### src/rtl/muldiv_unit.sv
// muldiv_unit: iterative RV32M multiply/divide unit (radix-2 shift-add and
// restoring divide on operand magnitudes, sign fix-up in a final cycle).
// Ports:
//   clk, rst_n           clock, asynchronous active-low reset
//   start, kill          request (accepted in IDLE only), synchronous abort
//   op                   RV32M funct3 (0 MUL .. 7 REMU)
//   operand1, operand2   rs1 / rs2 values, sampled with start
//   busy                 high while an operation is in flight
//   valid                one-cycle pulse when result is updated
//   result               registered result, held until the next operation
module muldiv_unit #(
   parameter int unsigned XLEN = 32
) (
   input  logic            clk,
   input  logic            rst_n,
   input  logic            start,
   input  logic            kill,
   input  logic [2:0]      op,
   input  logic [XLEN-1:0] operand1,
   input  logic [XLEN-1:0] operand2,
   output logic            busy,
   output logic            valid,
   output logic [XLEN-1:0] result
);

   localparam int unsigned CW = $clog2(XLEN);
   localparam int unsigned PW = 2 * XLEN;
   localparam logic [XLEN-1:0] MIN_NEG = {1'b1, {(XLEN-1){1'b0}}};

   typedef enum logic [1:0] {IDLE, CALC, FIX, DONE} state_t;

   state_t          state_q, state_d;
   logic [2:0]      op_q, op_d;
   logic            neg_q, neg_d;
   logic [CW-1:0]   cnt_q, cnt_d;
   logic [XLEN-1:0] mag1_q, mag1_d;
   logic [XLEN-1:0] mag2_q, mag2_d;
   logic [PW-1:0]   acc_q, acc_d;
   logic [XLEN-1:0] quo_q, quo_d;
   logic [XLEN-1:0] rem_q, rem_d;
   logic [XLEN-1:0] result_d;
   logic            busy_d, valid_d;

   // Operand decode for the start cycle
   logic            signed1, signed2, s1, s2;
   logic [XLEN-1:0] a_mag, b_mag;
   logic            div_zero, div_ovf;

   always_comb begin
      signed1  = ~(op[0] & (op[1] | op[2]));
      signed2  = signed1 & (op != 3'd2);
      s1       = operand1[XLEN-1] & signed1;
      s2       = operand2[XLEN-1] & signed2;
      a_mag    = s1 ? (~operand1 + XLEN'(1)) : operand1;
      b_mag    = s2 ? (~operand2 + XLEN'(1)) : operand2;
      div_zero = op[2] & (operand2 == '0);
      div_ovf  = op[2] & ~op[0] & (operand1 == MIN_NEG) & (&operand2);
   end

   // One iteration of shift-add multiply and restoring divide
   logic [XLEN:0]   msum, trial, diff;
   logic            fits;
   logic [PW-1:0]   acc_step;
   logic [XLEN-1:0] quo_step, rem_step;

   always_comb begin
      msum     = {1'b0, acc_q[PW-1:XLEN]} + (acc_q[0] ? {1'b0, mag1_q} : '0);
      acc_step = {msum, acc_q[XLEN-1:1]};
      trial    = {rem_q, quo_q[XLEN-1]};
      diff     = trial - {1'b0, mag2_q};
      fits     = ~diff[XLEN];
      rem_step = fits ? diff[XLEN-1:0] : trial[XLEN-1:0];
      quo_step = {quo_q[XLEN-2:0], fits};
   end

   // Sign fix-up and result select
   logic [PW-1:0]   prod_fix;
   logic [XLEN-1:0] quo_fix, rem_fix, sel_fix;

   always_comb begin
      prod_fix = neg_q ? (~acc_q + PW'(1)) : acc_q;
      quo_fix  = neg_q ? (~quo_q + XLEN'(1)) : quo_q;
      rem_fix  = neg_q ? (~rem_q + XLEN'(1)) : rem_q;
      if (op_q[2])           sel_fix = op_q[1] ? rem_fix : quo_fix;
      else if (op_q[1:0] == 2'd0) sel_fix = prod_fix[XLEN-1:0];
      else                   sel_fix = prod_fix[PW-1:XLEN];
   end

   // Next-state and datapath update
   always_comb begin
      state_d  = state_q;
      op_d     = op_q;
      neg_d    = neg_q;
      cnt_d    = cnt_q;
      mag1_d   = mag1_q;
      mag2_d   = mag2_q;
      acc_d    = acc_q;
      quo_d    = quo_q;
      rem_d    = rem_q;
      result_d = result;

      case (state_q)
         IDLE: begin
            if (start) begin
               op_d = op;
               if (div_zero) begin
                  result_d = op[1] ? operand1 : '1;
                  state_d  = DONE;
               end else if (div_ovf) begin
                  result_d = op[1] ? '0 : operand1;
                  state_d  = DONE;
               end else begin
                  neg_d   = (op[2] & op[1]) ? s1 : (s1 ^ s2);
                  mag1_d  = a_mag;
                  mag2_d  = b_mag;
                  acc_d   = {{XLEN{1'b0}}, b_mag};
                  quo_d   = a_mag;
                  rem_d   = '0;
                  cnt_d   = '0;
                  state_d = CALC;
               end
            end
         end
         CALC: begin
            if (op_q[2]) begin
               quo_d = quo_step;
               rem_d = rem_step;
            end else begin
               acc_d = acc_step;
            end
            cnt_d = cnt_q + CW'(1);
            if (cnt_q == CW'(XLEN - 1)) state_d = FIX;
         end
         FIX: begin
            result_d = sel_fix;
            state_d  = DONE;
         end
         DONE:    state_d = IDLE;
         default: state_d = IDLE;
      endcase

      // Flush overrides everything, including a start in IDLE
      if (kill) begin
         state_d  = IDLE;
         result_d = result;
      end

      busy_d  = (state_d != IDLE);
      valid_d = (state_d == DONE);
   end

   // State and datapath registers
   always_ff @(posedge clk or negedge rst_n) begin
      if (!rst_n) begin
         state_q <= IDLE;
         op_q    <= '0;
         neg_q   <= 1'b0;
         cnt_q   <= '0;
         mag1_q  <= '0;
         mag2_q  <= '0;
         acc_q   <= '0;
         quo_q   <= '0;
         rem_q   <= '0;
         result  <= '0;
         busy    <= 1'b0;
         valid   <= 1'b0;
      end else begin
         state_q <= state_d;
         op_q    <= op_d;
         neg_q   <= neg_d;
         cnt_q   <= cnt_d;
         mag1_q  <= mag1_d;
         mag2_q  <= mag2_d;
         acc_q   <= acc_d;
         quo_q   <= quo_d;
         rem_q   <= rem_d;
         result  <= result_d;
         busy    <= busy_d;
         valid   <= valid_d;
      end
   end

endmodule

### config.mk
export PLATFORM = sky130hd
export DESIGN_NAME = muldiv_unit
export DESIGN_NICKNAME = d
export VERILOG_FILES = /design/src/rtl/muldiv_unit.sv
export SDC_FILE = /design/constraint.sdc
export NUM_CORES = 1
export LEC_CHECK = 0
export CORE_ASPECT_RATIO = 1.75
export CORE_MARGIN = 2
export CORE_UTILIZATION = 56
export DETAILED_ROUTE_END_ITERATION = 7
export GPL_TIMING_DRIVEN = 0
export PLACE_DENSITY = 0.78
export SYNTH_ARGS = -nofsm -noshare
export SYNTH_HDL_FRONTEND = slang
export SYNTH_SLANG_ARGS = --single-unit
### constraint.sdc
create_clock -name clk -period 3.36 [get_ports clk]
set_clock_uncertainty 0.2 [all_clocks]
set_input_delay 0.672 -clock clk [delete_from_list [all_inputs] [get_ports clk]]
set_output_delay 0.672 -clock clk [all_outputs]
set_load 0.01 [all_outputs]
==> summary.txt <==
CTS
  • Root buffer selected by CTS: clkbuf_16
  • H-tree depth: 1
  • CTS clk-pin slew, worst paths: 0.07 ns
  • Clk buf depth: 3
  • Clock sink count: approximately 240
  • Clock Latency Late Sink: 0.58 ns
  • CTS tree: yes
  • TritonCTS buffer count: 23

Timing
  • Worst Tran Pin Value: roughly 1.4 ns
  • Period minus WS final: roughly 3.6 ns
  • Hold WS: -0.0944 ns
  • Final setup viols: 22
  • Upper clock frequency limit: roughly 280 MHz
  • Hold Fails Final Rpt: 23
  • Final setup TNS: -2.28 ns
  • Final worst slack: -0.228 ns
  • RSZ-0062 raised after global routing: yes
  • Final period util: 107%
  • Slew headroom: 8.51%
  • Final Max Tran Viols: 0

Global routing
  • Largest net degree at the start of global routing: between 100 and 150
  • GRT Util Overall: 48.4%
  • Global-route wire length before repair: between 100 and 150 mm
  • Grt total ovfl: 0
  • Vias in the first global route: 20253
  • Antenna violations before repair: 2

Yosys
  • Xor and xnor fraction of the mapped netlist area: 10.6%
  • Library cells used by synthesis: 73
  • Register area share after synthesis: 31.6%
  • Dominant synthesized flop cell: dfrtp_1
  • Mux contribution to synthesized area: 2.19%
  • Synthesized net count: 2510
  • Mean Syn Cell Area: 7.93 um^2
  • Largest family of logic cells by synthesized area: compound AO/OA/AOI/OAI gates
  • Syn. warnings: 0
  • Post-synth EDFFs: 0
  • Seq cells post-synth: 237
  • Post-synthesis cell area: 18800 um^2
  • Compound-Gate Fraction of Synth Area: 24.9%
  • Post-synthesis simple-gate area fraction: 19.5%
  • Post-Synth Adder-Cell Area: 6.67%
  • Post-Syn Instances: 2365
  • Ys async rst share: 100%

Setup path
  • Crit path largest cell delay: roughly 0.55 ns
  • Critical Path Source Type: flop
  • Arrival @ worst endpoint: 3.82 ns
  • FF-to-FF setup slack: -0.23 ns
  • Crit Path Max Fanout: 7
  • Setup CP Type: reg2reg
  • Slowest CP cell: or4_4
  • Crit-path most repeated cell: or4_4
  • Worst Reg-to-Reg Cells: 11
  • Data required, critical path: 3.60 ns
  • CP Cell Sequence: or4_4, or4_4, or2_1, buf_6, or2_4, buf_4, o21ai_2, xor2_1, nor2_2, o311ai_4, nand3_1
  • Reg2reg end: result[23]$_DFFE_PN0P_
  • FF-to-FF Start: acc_q[32]$_DFFE_PN0P_
  • CP Capture Type: flop

Final layout
  • Final nets: between 2000 and 3000
  • Commonest non-fill, non-tap cells in the layout: nand2_1 (304), o21ai_0 (269), dfrtp_1 (215)
  • Area of the multi-input gates: 13400 um^2
  • Fillers: 2604
  • Reg area: 5960 um^2
  • Layout cells sized above 1: between 10% and 20%
  • Leading cell type in the layout, fill and taps excluded: nand2_1
  • Area Growth Syn to Fin: 24.7%

Die
  • Die W: 142 um
  • Starting Density: 56.8%
  • Die ar.: approximately 35000 um^2
  • Core box area: 33000 um^2
  • Die height: 246 um
  • Rows: 88
  • # IOs: 105

Detailed routing
  • DR pass1 iterations: 8
  • Vias/cell: approximately 7.0
  • Remaining DRCs: 5
  • Via Count: 20872
  • Drt total wl: 85.9 mm
  • Antenna Nets Post-Route: 0
  • DRT iter0 DRCs: 1873
  • Routed WL per cell: between 20 and 30 um

Power
  • Leakage power: 9.95 nW
  • VDD IR-drop max: 0.440 mV
  • Gate power share: 46.8%
  • Sequential power share: 31.9%
  • PwrDens: ~540 nW/um^2
  • P_sw: 5.74 mW
  • Pint: 6.96 mW
  • Net Sw Frac: 45.2%
  • Clock power share: 21.4%

Placement
  • Final GP Congestion: roughly 1.1
  • Port bufs: approximately 100
  • HPWL after DPL: 65.0 mm
  • Worst slack, placed: -1.98 ns

Min path
  • Worst Hold Class: in2async

Outcome
  • Failing checks: design-rule violations, negative hold slack, negative setup slack
  • Status: finished, violations left

Job
  • Max-Cap Viols: 0
==> cells by family (layout without fill, tap and decap cells) <==
logic type,count (synthesis),count (layout)
flip-flops,237,237
AO/OA/AOI/OAI,767,767
other,0,1
buffers and inverters,223,446
adder cells (fa/ha/maj),105,105
multiplexers,39,39
AND/OR/NAND/NOR,767,768
XOR/XNOR,227,227
==> power groups by stage <==
stage | Sequential [mW] | Combinational [mW] | Clock [mW]
after floorplan | 3.71 | 3.17 | 0
after global placement | 3.96 | 4.72 | 0
after detailed placement | 3.98 | 4.82 | 0
after CTS | 3.96 | 5.27 | 2.67
after global routing | 4.08 | 6.22 | 2.79
final | 4.05 | 5.94 | 2.71
==> layout make-up <==
class                   instances  share of cell area, %
multi-input cells            1906                   57.3
flip-flops and latches        237                   25.5
repair buffers                201                   7.70
plain buffers                 133                   2.96
clock buffers                  31                   2.72
well taps                     405                   2.17
inverters                      72                   1.22
clock inverters                 9                  0.460
diodes                          1                 0.0107
==> state kept, by name (all words and copies together) (netlist names), 3 cells and up <==
name    flops
result     32
quo_q      32
acc_q      64
mag2_q     32
op_q        3
rem_q      32
mag1_q     32
cnt_q       5
==> worst max-delay path, delay by kind of cell, from the launching register on <==
family | cells | cell delay [ns]
AND/OR/NAND/NOR | 6 | 1.82
AO/OA/AOI/OAI | 2 | 0.48
XOR/XNOR | 1 | 0.23
buffers and inverters | 2 | 0.29
flip-flops | 1 | 0.42
==> metal layers <==
layer / vias to the layer above / global-route usage [%] / share of wire, %
met1: 9873 / 49.4 / 32
met2: 1462 / 78.9 / 46
li1: 8934 / - / -
met3: 603 / 8.49 / 8.2
met4: 0 / 52.9 / 14
met5: - / 0 / 0
==> per-stage QoR <==
stage | cells | cell area, um^2 | total power [mW] | util (%) | hold WS (ns)
floorplan | 2365 | 18800 | 6.88 | - | 0.176
finish | 2995 | 23400 | 12.7 | 70.8 | -0.0944
global placement | 2874 | 20400 | 8.68 | 61.6 | 0.261
global route | 2994 | 23400 | 13.1 | 70.8 | 0.0349
detailed placement | 2877 | 20400 | 8.80 | 61.8 | 0.267
CTS | 2955 | 22400 | 11.9 | 67.8 | 0.00138
==> worst max-delay path by stage <==
| stage | depth (start not counted) | slack [ns] | to | from |
|---|---|---|---|---|
| 6_report | 11 | -0.23 | result[23]$_DFFE_PN0P_ | acc_q[32]$_DFFE_PN0P_ |
| 5_1_grt | 10 | -0.25 | result[29]$_DFFE_PN0P_ | acc_q[32]$_DFFE_PN0P_ |
| 4_1_cts | 10 | -0.14 | result[29]$_DFFE_PN0P_ | acc_q[32]$_DFFE_PN0P_ |
| 3_5_place_dp | 9 | -1.98 | mag1_q[30]$_DFFE_PN0P_ | operand1[9] |
| 3_3_place_gp | 1 | -8.35 | rem_q[21]$_DFFE_PN0P_ | rst_n |
| 2_1_floorplan | 9 | -0.15 | result[14]$_DFFE_PN0P_ | operand2[27] |
==> synth_stat cells, types with 33 or more instances <==
library cell / instances / area share, %
clkbuf_1: 130 / 2.6
a21oi_1: 165 / 4.4
a21o_1: 39 / 1.6
o31ai_1: 57 / 2.3
ha_1: 72 / 4.8
inv_1: 70 / 1.4
xnor2_1: 106 / 4.9
dfrtp_1: 237 / 32
nand3_1: 52 / 1.4
nand2_1: 314 / 6.3
nor2_1: 136 / 2.7
xor2_1: 121 / 5.7
o21ai_0: 314 / 8.4
or3_1: 33 / 1.1
and2_1: 42 / 1.4
nor3_1: 35 / 0.93
o41ai_1: 38 / 1.8
==> repair_timing <==
action | 4_1_cts | 5_1_grt
hold buffers | 0 | 0
buffers inserted | 46 | 46
pin swaps | 58 | 77
gates cloned | 3 | 2
setup endpoints to repair | 232 | 216
resized for setup | 288 | 224
Note: power is estimated with default switching activity, not from simulation.
